## src/rtl/mem_port_arbiter.sv

```systemverilog
// mem_port_arbiter: shares one memory port between instruction fetch and
// data load/store requesters. One transaction in flight at a time; data has
// priority, but a run of data grants while fetch waits is capped so fetch is
// never starved. Accesses that would run past the end of memory are answered
// with an error response and never reach the memory port.

module mem_port_arbiter #(
  parameter int ADDR_W       = 32,
  parameter int MEM_BYTES    = 524288,
  parameter int MAX_DATA_RUN = 4
) (
  input  logic              clk,
  input  logic              reset,
  input  logic              f_req,
  input  logic [ADDR_W-1:0] f_addr,
  output logic              f_gnt,
  output logic              f_rvalid,
  output logic [31:0]       f_rdata,
  output logic              f_err,
  input  logic              d_req,
  input  logic              d_we,
  input  logic [ADDR_W-1:0] d_addr,
  input  logic [63:0]       d_wdata,
  output logic              d_gnt,
  output logic              d_rvalid,
  output logic [63:0]       d_rdata,
  output logic              d_err,
  output logic              m_req,
  output logic              m_we,
  output logic [ADDR_W-1:0] m_addr,
  output logic [63:0]       m_wdata,
  input  logic              m_ready,
  input  logic [63:0]       m_rdata
);

  localparam int RUN_W = $clog2(MAX_DATA_RUN + 1);
  localparam logic [RUN_W-1:0] RUN_MAX   = RUN_W'(MAX_DATA_RUN);
  localparam logic [ADDR_W:0]  MEM_LIMIT = (ADDR_W+1)'(MEM_BYTES);

  typedef enum logic [1:0] {IDLE, ISSUE, RESP, ERR} state_t;

  state_t           state;
  state_t           state_next;
  logic [RUN_W-1:0] run_cnt;
  logic             owner_fetch;
  logic             any_req;
  logic             fetch_wins;
  logic             f_oor;
  logic             d_oor;
  logic             win_oor;
  logic [ADDR_W:0]  f_end;
  logic [ADDR_W:0]  d_end;

  // Arbitration decision, range checks (one extra bit so the end address cannot wrap) and next state
  always_comb begin
    state_next = state;
    f_end      = {1'b0, f_addr} + (ADDR_W+1)'(3);
    d_end      = {1'b0, d_addr} + (ADDR_W+1)'(7);
    f_oor      = (f_end >= MEM_LIMIT);
    d_oor      = (d_end >= MEM_LIMIT);
    any_req    = f_req | d_req;
    fetch_wins = f_req && (!d_req || (run_cnt == RUN_MAX));
    win_oor    = fetch_wins ? f_oor : d_oor;
    case (state)
      IDLE:    if (any_req) state_next = win_oor ? ERR : ISSUE;
      ISSUE:   if (m_ready) state_next = m_we ? IDLE : RESP;
      RESP:    state_next = IDLE;
      ERR:     state_next = IDLE;
      default: state_next = IDLE;
    endcase
  end

  // State register
  always_ff @(posedge clk or posedge reset) begin
    if (reset) state <= IDLE;
    else       state <= state_next;
  end

  // Registered outputs: grant/response pulses, memory command, response data and the data-run counter
  always_ff @(posedge clk or posedge reset) begin
    if (reset) begin
      f_gnt       <= 1'b0;
      f_rvalid    <= 1'b0;
      f_rdata     <= '0;
      f_err       <= 1'b0;
      d_gnt       <= 1'b0;
      d_rvalid    <= 1'b0;
      d_rdata     <= '0;
      d_err       <= 1'b0;
      m_req       <= 1'b0;
      m_we        <= 1'b0;
      m_addr      <= '0;
      m_wdata     <= '0;
      owner_fetch <= 1'b0;
      run_cnt     <= '0;
    end else begin
      f_gnt    <= 1'b0;
      d_gnt    <= 1'b0;
      f_rvalid <= 1'b0;
      d_rvalid <= 1'b0;
      f_err    <= 1'b0;
      d_err    <= 1'b0;
      case (state)
        IDLE: begin
          if (any_req) begin
            owner_fetch <= fetch_wins;
            f_gnt       <= fetch_wins;
            d_gnt       <= !fetch_wins;
            m_req       <= !win_oor;
            if (fetch_wins) begin
              m_addr  <= f_addr;
              m_we    <= 1'b0;
              m_wdata <= '0;
            end else begin
              m_addr  <= d_addr;
              m_we    <= d_we;
              m_wdata <= d_wdata;
            end
            if (fetch_wins || !f_req) run_cnt <= '0;
            else if (run_cnt != RUN_MAX) run_cnt <= run_cnt + RUN_W'(1);
          end
        end
        ISSUE: begin
          if (m_ready) begin
            m_req <= 1'b0;
            if (m_we) begin
              if (owner_fetch) begin
                f_rvalid <= 1'b1;
              end else begin
                d_rvalid <= 1'b1;
                d_rdata  <= '0;
              end
            end
          end
        end
        RESP: begin
          if (owner_fetch) begin
            f_rvalid <= 1'b1;
            f_rdata  <= m_rdata[31:0];
          end else begin
            d_rvalid <= 1'b1;
            d_rdata  <= m_rdata;
          end
        end
        ERR: begin
          if (owner_fetch) begin
            f_rvalid <= 1'b1;
            f_err    <= 1'b1;
            f_rdata  <= '0;
          end else begin
            d_rvalid <= 1'b1;
            d_err    <= 1'b1;
            d_rdata  <= '0;
          end
        end
        default: ;
      endcase
    end
  end

endmodule

```

## config.mk

```make
export PLATFORM = sky130hd
export DESIGN_NAME = mem_port_arbiter
export DESIGN_NICKNAME = d
export VERILOG_FILES = /design/src/rtl/mem_port_arbiter.sv
export SDC_FILE = /design/constraint.sdc
export NUM_CORES = 1
export LEC_CHECK = 0
export CORE_AREA = 2 2 153 155
export CTS_CLUSTER_SIZE = 16
export DETAILED_ROUTE_END_ITERATION = 10
export DIE_AREA = 0 0 155 157
export PLACE_DENSITY = 0.76
export RECOVER_POWER = 100
export SLEW_MARGIN = 40
export SYNTH_ARGS = -nofsm -noshare
export SYNTH_HDL_FRONTEND = slang
export SYNTH_SLANG_ARGS = --single-unit
```

## constraint.sdc

```tcl
create_clock -name clk -period 8.3 [get_ports clk]
set_input_delay 0.83 -clock clk [delete_from_list [all_inputs] [get_ports clk]]
set_output_delay 0.83 -clock clk [all_outputs]
set_load 0.1 [all_outputs]
```

**Word-level counts from Yosys, hierarchy flattened**

Cells that the tools add are included.
W data, S select, Z words.

- Word-level logic and storage cells: 87
- Input port bits: 198
- Register bits after elaboration: 206

- Muxes and demuxes: 36
- Magnitude comparators: 2
- Reductions and logical operators: 19
- Bitwise operators: 1
- Equal/unequal tests: 11
- Add/sub/neg operators: 3

Operators by type and width:

| cell | number |
|---|---|
| $mux W64 | 5 |
| $pmux W64 S3 | 1 |
| $mux W32 | 3 |
| $ge A33 B20 Y1 const B | 2 |
| $pmux W32 S2 | 1 |
| $add A32 B2 Y33 const B | 1 |
| $add A32 B3 Y33 const B | 1 |
| $mux W1 | 16 |
| $ne A2 B2 Y1 const B | 6 |
| $reduce_and A3 Y1 | 3 |
| $mux W2 | 4 |
| $mux W3 | 2 |
| $pmux W1 S2 | 3 |
| $pmux W2 S3 | 1 |
| $reduce_bool A2 Y1 | 3 |
| $eq A2 B2 Y1 const B | 2 |
| $logic_not A1 Y1 | 4 |
| $reduce_and A2 Y1 | 2 |
| $reduce_and A4 Y1 | 1 |
| $add A3 B1 Y3 const B | 1 |
| $eq A3 B3 Y1 const B | 1 |
| $ne A3 B3 Y1 const B | 1 |
| $reduce_bool A3 Y1 | 1 |
| $eq A2 B1 Y1 const B | 1 |
| 5 further kinds | 6 |

**Logic depth before layout (Yosys ltp)**

Gate-level depths: netlist of run 1.

- Depth in word-level cells: 7
- Gate-level depth with buffers: 10
- Depth with buffers taken out: 9

**Least setup slack after synthesis of run 1**

No wires, ideal clock.

- Path type: input -> register
- Start point: in d_addr[7]
- End point: reg m_req
- Data required time: 8162 ps
- Path buffers: 0
- Data arrival time: 2123 ps
- Setup slack: 6039 ps
- Stages on the path: 7
- Cell sequence: nand4_2 > nor3_4 > nand2_4 > mux2_4 > o221a_1 > a31oi_1 > o211ai_1

- Word-level cells in the longest chain between the ends: 6

RTL lines:

| element | RTL line | text |
|---|---|---|
| start: declaration | 22 | `input logic [ADDR_W-1:0] d_addr,` |
| $add A32 B3 Y33 | 58 | `d_end = {1'b0, d_addr} + (ADDR_W+1)'(7);` |
| $ge A33 B20 Y1 | 60 | `d_oor = (d_end >= MEM_LIMIT);` |
| $mux W1 | 63 | `win_oor = fetch_wins ? f_oor : d_oor;` |
| $logic_not A1 Y1 | 109 | `m_req <= !win_oor;` |
| $mux W1 | 105 | `if (any_req) begin` |
| $pmux W1 S2 | 103 | `case (state)` |
| end signal: assignment | 109 |  |
| end: declaration | 28 | `output logic m_req,` |

Every way passes these cells. The select of a mux whose other input is x is not followed.
A chain may end at the register's enable or synchronous reset.

**Worst setup path in the final report of run 1**

- Start point: in m_ready
- End point: reg d_rdata[11]

- Word-level cells in the longest chain between the ends: 2

RTL lines:

| element | RTL line | text |
|---|---|---|
| start: declaration | 32 | `input logic m_ready,` |
| $ne A2 B2 Y1 (no source line) | - |  |
| $reduce_and A4 Y1 (no source line) | - |  |
| end signal: assignment | 142 | `d_rdata <= m_rdata;` |
| end: declaration | 26 | `output logic [63:0] d_rdata,` |

Every way passes these cells.

==> flow_summary.json, run 1 <==
{
  "fin_worst_skew_ns": 0.00598,
  "rr_startpoint": "state[1]$_DFFE_PP0P_",
  "yosys_warnings": 0,
  "grt_setup_unrepaired": "no",
  "wl_um": 28000,
  "place_ws_ns": 5.16,
  "drt_iter0_drc": 444,
  "mappedNetlistArea_um2": 8800,
  "drv_cap": 3,
  "synth.distinct_cells": 55,
  "r2r_end": "d_rdata[11]$_DFFE_PP0P_",
  "violations": "capacitance limit, slew limit",
  "fp.dieH_um": 157,
  "overflow": 0,
  "syn_nets": 1135,
  "place.gp.congestion": 0.833,
  "fill_cells": 2146,
  "timing.fmax_ghz": 0.207,
  "rr_worst_depth": 6,
  "worstSetupStartpointType": "input port",
  "final_common_cell": "nand2_1",
  "clock_tree.buffer_depth": 3,
  "clk-insertion-delay-late_ns": 0.50,
  "grt_usage": 0.221,
  "fin_crit_ns": 4.83,
  "hold_path_end": "m_wdata[58]$_DFFE_PP0P_",
  "syn_to_final_growth_pct": 41.0,
  "ant_nets": 0,
  "worst_ep_arrival_time_ns": 5.21,
  "clk_pin_slew_ns": 0.06,
  "grt_pass1_vias": 7992,
  "synth_edf_count": 0,
  "min-delay-start": "m_wdata[58]$_DFFE_PP0P_",
  "post_cts_buffers": 0,
  "setup_tns_ns": 0,
  "finalHoldViolations": 0,
  "htree_num_levels": 1,
  "routedWlPerCell_um": 17.6,
  "postCtsResizedCells": 0,
  "coreArea_um2": 22500,
  "min_path_cells": 2,
  "root_buffer": "clkbuf_16",
  "end_kind": "register",
  "rrSetupSlack_ns": 3.83,
  "initial_core_util": 0.391,
  "tightest_slew_ns": 2.98,
  "drtPass1Iterations": 5,
  "num_antenna_cells": 0,
  "vias_per_cell": 5.14,
  "crit_required_ns": 8.67,
  "post-dp-hpwl_um": 19500,
  "ys_seq_area_frac": 0.586,
  "io_buffers": 397,
  "io_pins": 398,
  "ys_seq_elements": 206,
  "most-common-layout-cells": "300 x nand2_1, 206 x dfrtp_1, 205 x clkbuf_1",
  "cts_buffers": 23,
  "vias": 8188,
  "num_rows": 55,
  "drive_gt1_frac": 0.0458,
  "fp.dieArea_um2": 24300,
  "synth_cells": 935,
  "async_reset_ff_frac": 1.00,
  "cts_tree": "done",
  "finalMaxSlewViolations": 145,
  "clock_sinks": 206,
  "grt_antenna_before_repair": 0,
  "drc": 0,
  "crit_type": "in2reg",
  "fin_nets": 1495,
  "grt_max_degree": 137,
  "grt_first_pass_wirelength_um": 43200,
  "holdCritPathClass": "reg2reg",
  "crit_fanout": 65,
  "die_w_um": 155,
  "outcome": "complete, but fails checks",
  "setup_violations": 0,
  "cts_hold_buf": 0,
  "fin_crit_sh": 0.582,
  "syn_avg_cell_area_um2": 9.42,
  "setup_ws_ns": 3.47,
  "ys.flop_type": "dfrtp_1",
  "slew_headroom": -0.987
}
[cell usage after synthesis (2+ instances only)]
cell      count  share of area
nand2_1     301           0.13
dfrtp_1     206           0.59
nand3_1     135          0.077
clkbuf_1     50          0.021
o21ai_0      36          0.020
nand2b_1     33          0.023
a221o_1      31          0.035
and3_1       31          0.022
buf_2        10         0.0057
nor2_1       10         0.0043
nor3_1        9         0.0051
nand4_1       8         0.0057
buf_1         6         0.0026
inv_1         6         0.0026
a31oi_1       5         0.0036
nor2b_1       5         0.0036
or3_1         3         0.0021
or4_1         3         0.0026
a211oi_1      2         0.0017
a21o_1        2         0.0017
a21oi_1       2         0.0011
and3_2        2         0.0017
buf_6         2         0.0026
ha_1          2         0.0028
mux2i_1       2         0.0023
nand3b_1      2         0.0017
nand4_2       2         0.0028
o211ai_1      2         0.0017
[critical path: stages]
cell           delay [ns]
dlygate4sd3_1        0.59
a31oi_1              0.21
or2_2                0.13
clkbuf_1             2.08
inv_4                0.89
nand3_1              0.36
nand2_1              0.08
[how the worst max path moves through the flow]
stage,start,to,slack [ns],depth (start not counted)
floorplan,reset,d_err$_DFF_PP0_,1.85,1
global placement,d_req,state[1]$_DFFE_PP0P_,4.90,8
detailed placement,f_addr[1],state[1]$_DFFE_PP0P_,5.16,8
CTS,d_req,state[1]$_DFFE_PP0P_,5.59,8
global route,m_ready,d_rdata[54]$_DFFE_PP0P_,2.97,7
finish,m_ready,d_rdata[11]$_DFFE_PP0P_,3.47,7
[final cells by class]
cell class	instances	area, µm²	area share
Multi-Input combinational cell	653	3340	0.269
Timing Repair Buffer	405	2800	0.225
Sequential cell	206	5150	0.415
Inverter	6	37.5	0.00302
Tap cell	285	357	0.0287
Clock buffer	30	652	0.0525
Clock inverter	9	75.1	0.00605
[sequential cells by signal, summed over array words and instances (netlist names), 2 cells and up]
name     flops
m_addr      32
m_wdata     64
d_rdata     64
run_cnt      3
state        2
f_rdata     32
[stage by stage]
stage / hold WS [ns] / area [µm²] / util / std cells
after CTS: 0.464 / 12700 / 0.564 / 1594
after detailed placement: 0.450 / 12000 / 0.532 / 1555
after floorplan: 0.461 / 8800 / - / 935
after global routing: 0.482 / 12400 / 0.552 / 1594
final: 0.462 / 12400 / 0.552 / 1594
after global placement: 0.448 / 12900 / 0.574 / 1554
[cells by family after synthesis]
| kind of cell | after synthesis | synth area share |
|---|---|---|
| simple gates | 556 | 0.293 |
| mux | 4 | 0.00526 |
| flops | 206 | 0.586 |
| buf+inv | 76 | 0.0371 |
| compound gates | 91 | 0.0766 |
| fa+ha+maj | 2 | 0.00284 |
[routing by layer]
layer | share of wire | up-vias | global-route usage
li1 | - | 3902 | -
met1 | 0.41 | 3830 | 0.279
met2 | 0.47 | 382 | 0.368
met3 | 0.084 | 74 | 0.0553
met4 | 0.038 | 0 | 0.0816
met5 | 0 | - | 0
Power of run 1 is left out: the tool's default activity adds up to more than one toggle a clock period on the data nets, which glitch-free logic cannot reach.
==> inputs of run 2 (changes only) <==
--- a/config.mk
+++ b/config.mk
@@ -5,11 +5,11 @@
 export SDC_FILE = /design/constraint.sdc
 export NUM_CORES = 1
 export LEC_CHECK = 0
-export CORE_AREA = 2 2 153 155
+export CORE_MARGIN = 2
+export CORE_UTILIZATION = 38
 export CTS_CLUSTER_SIZE = 16
 export DETAILED_ROUTE_END_ITERATION = 10
-export DIE_AREA = 0 0 155 157
-export PLACE_DENSITY = 0.76
+export PLACE_DENSITY = 0.77
 export RECOVER_POWER = 100
 export SLEW_MARGIN = 40
 export SYNTH_ARGS = -nofsm -noshare
==> constraint.sdc (replaced) <==
create_clock -name clk -period 3.85 [get_ports clk]
set_input_delay 0.385 -clock clk [delete_from_list [all_inputs] [get_ports clk]]
set_output_delay 0.385 -clock clk [all_outputs]
set_load 0.1 [all_outputs]
==> run 2 against run 1 <==
Global-route usage is 0.17 points higher; setup slack worse by 2.4 ns; final cell count increased by 0.44%; flip-flop and latch count is the same; critical path depth is the same; die area increased by 0.27%; non-clock buffer count increased by 7; largest cell class unchanged; the run still ends with capacitance limit, slew limit left; routed wire length grew 0.86%; utilization fell by 0.33 points.
==> flow_summary.json, run 2 (synthesis results as in run 1) <==
{
  "outcome": "complete, but fails checks",
  "violations": "capacitance limit, slew limit",
  "slew_headroom": -0.291,
  "use_met1": 0.278,
  "post-dp-hpwl_um": 20000,
  "rr_worst_depth": 7,
  "setup_tns_ns": 0,
  "htree_num_levels": 1,
  "critical_path.max_stage_delay_ns": 0.67,
  "worst_ep_arrival_time_ns": 3.26,
  "rrSetupSlack_ns": 1.02,
  "cts_tree": "done",
  "clk-insertion-delay-late_ns": 0.50,
  "crit_type": "reg2reg",
  "clock_tree.buffer_depth": 3,
  "fin_nets": 1502,
  "vias": 8287,
  "grt_max_degree": 81,
  "num_rows": 55,
  "grt_setup_unrepaired": "no",
  "grt_antenna_before_repair": 1,
  "critPathBufInv": 3,
  "crit_family": "buffers and inverters",
  "place.gp.congestion": 0.862,
  "overflow": 0,
  "use_met3": 0.0628,
  "coreArea_um2": 22700,
  "rr_startpoint": "state[0]$_DFFE_PP0P_",
  "fin_crit_ns": 2.83,
  "crit_path_end": "d_rdata[47]$_DFFE_PP0P_",
  "drv_cap": 3,
  "path_depth": 7,
  "num_antenna_cells": 0,
  "grt_usage": 0.222,
  "most-common-layout-cells": "301 x nand2_1, 207 x clkbuf_1, 206 x dfrtp_1",
  "tightest_slew_ns": 1.94,
  "final_common_cell": "nand2_1",
  "crit_required_ns": 4.29,
  "io_buffers": 397,
  "finalHoldViolations": 0,
  "clk_pin_slew_ns": 0.06,
  "worstSetupStartpointType": "register",
  "initial_core_util": 0.388,
  "fp.dieArea_um2": 24400,
  "ant_nets": 0,
  "fin_crit_sh": 0.734,
  "holdWs_ns": 0.399,
  "die_w_um": 156,
  "crit_slowest_cell": "clkbuf_2",
  "post_cts_buffers": 0,
  "r2r_end": "d_rdata[47]$_DFFE_PP0P_",
  "cts_hold_buf": 0,
  "routedWlPerCell_um": 17.7,
  "drc": 0,
  "grt_pass1_vias": 8061,
  "postCtsResizedCells": 0,
  "use_met2": 0.367,
  "crit_fanout": 36,
  "io_pins": 398,
  "root_buffer": "clkbuf_16",
  "grt_first_pass_wirelength_um": 43400,
  "fin_worst_skew_ns": 0.0141,
  "place_area_um2": 12100,
  "cp-startpoint": "state[0]$_DFFE_PP0P_",
  "reg_top3": "d_rdata x64, m_wdata x64",
  "vias_per_cell": 5.18,
  "finalMaxSlewViolations": 224,
  "drtPass1Iterations": 5,
  "drive_gt1_frac": 0.0471,
  "syn_to_final_growth_pct": 41.5,
  "wl_um": 28300,
  "drt_iter0_drc": 584,
  "setup_violations": 0,
  "cp_cell_sequence": "buf_4 -> a31oi_1 -> or2_2 -> inv_1 -> clkbuf_2 -> nand3_1 -> nand2_1",
  "timing.fmax_ghz": 0.354,
  "end_kind": "register",
  "busiest_layer": "met2",
  "holdCritPathClass": "in2async",
  "cts_buffers": 23,
  "postLayoutCellArea_um2": 12500,
  "fp.dieH_um": 156,
  "clock_sinks": 206
}
==> run 2: changes by cell type in the layout (fill, tap and decap cells not counted), moves of 2 or more <==
cell,delta
clkbuf_8,-2
clkinvlp_4,-2
buf_4,+6
buf_12,+2
clkbuf_1,+2
buf_6,-3
clkbuf_2,+3
==> run 2: final cells by class <==
| cell class | count | area (µm²) |
|---|---|---|
| Tap cell | 285 | 357 |
| Clock buffer | 31 | 636 |
| Fill cell | 2200 | 10300 |
| Sequential cell | 206 | 5150 |
| Timing Repair Buffer | 412 | 2860 |
| Multi-Input combinational cell | 653 | 3330 |
| Inverter | 6 | 23.8 |
| Clock inverter | 8 | 96.3 |
==> run 2: metrics by stage <==
step | utilization | setup slack (ns) | instances
global route | 0.548 | 0.731 | 1601
finish | 0.548 | 1.02 | 1601
global placement | 0.573 | 1.30 | 1560
detailed placement | 0.531 | 1.26 | 1562
CTS | 0.563 | 1.44 | 1601
floorplan | - | 0.793 | 935
==> run 2: layer usage <==
layer  vias to the layer above  routed length, µm
li1                       3920                  -
met1                      3906              11300
met2                       383              13300
met3                        76               2650
met4                         2               1010
met5                         -                 13
==> run 2: worst min path at each step <==
stage	slack (ns)	end	from
detailed placement	0.45	d_rdata[60]$_DFFE_PP0P_	d_rdata[60]$_DFFE_PP0P_
finish	0.40	d_err$_DFF_PP0_	reset
floorplan	0.46	run_cnt[2]$_DFFE_PP0P_	run_cnt[2]$_DFFE_PP0P_
global placement	0.45	d_rdata[6]$_DFFE_PP0P_	d_rdata[6]$_DFFE_PP0P_
CTS	0.22	owner_fetch$_DFFE_PP0P_	reset
global route	0.42	owner_fetch$_DFFE_PP0P_	reset
Power of run 2 is left out for the same reason.
==> inputs of run 3 (changes only) <==
--- a/config.mk
+++ b/config.mk
@@ -5,11 +5,11 @@
 export SDC_FILE = /design/constraint.sdc
 export NUM_CORES = 1
 export LEC_CHECK = 0
-export CORE_MARGIN = 2
-export CORE_UTILIZATION = 38
+export CORE_AREA = 2 2 153 155
 export CTS_CLUSTER_SIZE = 16
 export DETAILED_ROUTE_END_ITERATION = 10
-export PLACE_DENSITY = 0.77
+export DIE_AREA = 0 0 155 157
+export PLACE_DENSITY = 0.76
 export RECOVER_POWER = 100
 export SLEW_MARGIN = 40
 export SYNTH_ARGS = -nofsm -noshare
==> constraint.sdc (replaced) <==
create_clock -name clk -period 2.7 [get_ports clk]
set_input_delay 0.27 -clock clk [delete_from_list [all_inputs] [get_ports clk]]
set_output_delay 0.27 -clock clk [all_outputs]
set_load 0.1 [all_outputs]
==> run 3 against run 2 <==
The flow now finishes without violations; utilization increased by 1.4 points; fmax increased by 27%; hold slack worse by 0.091 ns; register-to-register slack worse by 0.55 ns; critical path type unchanged; non-clock buffer count rose by 16; largest cell class unchanged; setup slack worse by 0.55 ns; die area is 0.27% lower; global-route usage grew 0.58 points; final cell count rose by 1.1%; via count rose by 1.3%; count of clock-buffer cells in the layout rose by 3; flip-flop and latch count is the same.
==> flow_summary.json, run 3 (synthesis results as in run 1) <==
{
  "clk-insertion-delay-late_ns": 0.50,
  "wl_um": 28900,
  "fp.dieArea_um2": 24300,
  "htree_num_levels": 1,
  "fin_nets": 1519,
  "grt_pass1_vias": 8185,
  "tightest_slew_ns": 1.29,
  "root_buffer": "clkbuf_16",
  "crit_type": "reg2reg",
  "num_rows": 55,
  "drc": 0,
  "timing.fmax_ghz": 0.448,
  "io_buffers": 397,
  "setup_violations": 0,
  "finalMaxSlewViolations": 0,
  "grt_antenna_before_repair": 0,
  "die_w_um": 155,
  "place.gp.congestion": 0.922,
  "place_ws_ns": 0.220,
  "cts_buffers": 24,
  "coreArea_um2": 22500,
  "finalHoldViolations": 0,
  "fin_crit_ns": 2.23,
  "hold_path_end": "m_wdata[58]$_DFFE_PP0P_",
  "post-dp-hpwl_um": 20800,
  "crit_required_ns": 3.10,
  "drt_iter0_drc": 502,
  "vias_per_cell": 5.19,
  "min-delay-start": "d_wdata[58]",
  "post_cts_buffers": 0,
  "cts_hold_buf": 0,
  "drv_cap": 0,
  "cts_tree": "done",
  "end_kind": "register",
  "path_depth": 9,
  "worst_ep_arrival_time_ns": 2.63,
  "r2r_end": "state[1]$_DFFE_PP0P_",
  "syn_to_final_growth_pct": 43.7,
  "rr_startpoint": "run_cnt[0]$_DFFE_PP0P_",
  "initial_core_util": 0.391,
  "clk_pin_slew_ns": 0.06,
  "io_pins": 398,
  "most-common-layout-cells": "300 x nand2_1, 218 x clkbuf_1, 206 x dfrtp_1",
  "rrSetupSlack_ns": 0.47,
  "grt_setup_unrepaired": "no",
  "grt_usage": 0.228,
  "holdWs_ns": 0.307,
  "crit_slowest_cell": "or4_1",
  "clock_sinks": 206,
  "drive_gt1_frac": 0.0533,
  "fp.dieH_um": 157,
  "crit_family": "compound AO/OA/AOI/OAI gates",
  "cp_cell_sequence": "inv_1 -> ha_1 -> a21boi_0 -> nor2b_1 -> or4_1 -> a21oi_1 -> o221a_1 -> a31oi_1 -> a21o_1",
  "postCtsResizedCells": 0,
  "slew_headroom": 0.141,
  "critical_path.max_stage_delay_ns": 0.42,
  "setup_ws_ns": 0.470,
  "routedWlPerCell_um": 17.9,
  "holdCritPathClass": "in2reg",
  "min_path_cells": 3,
  "clock_tree.buffer_depth": 3,
  "reg_top3": "d_rdata x64, m_wdata x64",
  "grt_max_degree": 83,
  "outcome": "finished clean",
  "drtPass1Iterations": 5,
  "fin_crit_sh": 0.826,
  "num_antenna_cells": 0,
  "rr_worst_depth": 9,
  "ant_nets": 0,
  "critPathBufInv": 1,
  "worstSetupStartpointType": "register",
  "fin_util": 0.562,
  "fin_worst_skew_ns": 0.00985,
  "vias": 8395,
  "overflow": 0,
  "crit_fanout": 3,
  "grt_first_pass_wirelength_um": 44400,
  "final_common_cell": "nand2_1"
}
## run 3: tightest hold or removal path: stages
cell and delay [ns]:
clkdlybuf4s50_1 0.40, nand3_1 0.06, nand2_1 0.04
## run 3: final cells by class
type	instances	area, µm²
Inverter	6	23.8
Timing Repair Buffer	428	3010
Fill cell	2141	9850
Sequential cell	206	5150
Multi-Input combinational cell	653	3340
Clock inverter	6	83.8
Tap cell	285	357
Clock buffer	34	689
## run 3: routing by layer
layer / up-vias / wire length [µm] / track usage
li1: 3963 / - / -
met1: 4002 / 11600 / 0.281
met2: 372 / 14000 / 0.394
met3: 58 / 2530 / 0.0655
met4: 0 / 781 / 0.0617
met5: - / 0 / 0
## run 3: metrics by stage
step / setup TNS (ns) / instance area, µm² / std cells
final: 0 / 12600 / 1618
after global placement: 0 / 12700 / 1578
after CTS: 0 / 13500 / 1618
after global routing: 0 / 12600 / 1618
after floorplan: -49.91 / 8810 / 935
after detailed placement: 0 / 12700 / 1578
## run 3: worst max path at each step
stage | startpoint | endpoint | slack (ns)
floorplan | reset | d_err$_DFF_PP0_ | -0.24
global placement | d_addr[18] | m_req$_DFFE_PP0P_ | 0.28
detailed placement | d_addr[18] | m_req$_DFFE_PP0P_ | 0.22
CTS | run_cnt[0]$_DFFE_PP0P_ | state[1]$_DFFE_PP0P_ | 0.58
global route | state[1]$_DFFE_PP0P_ | d_rdata[56]$_DFFE_PP0P_ | 0.24
finish | run_cnt[0]$_DFFE_PP0P_ | state[1]$_DFFE_PP0P_ | 0.47
Power of run 3 is left out for the same reason.
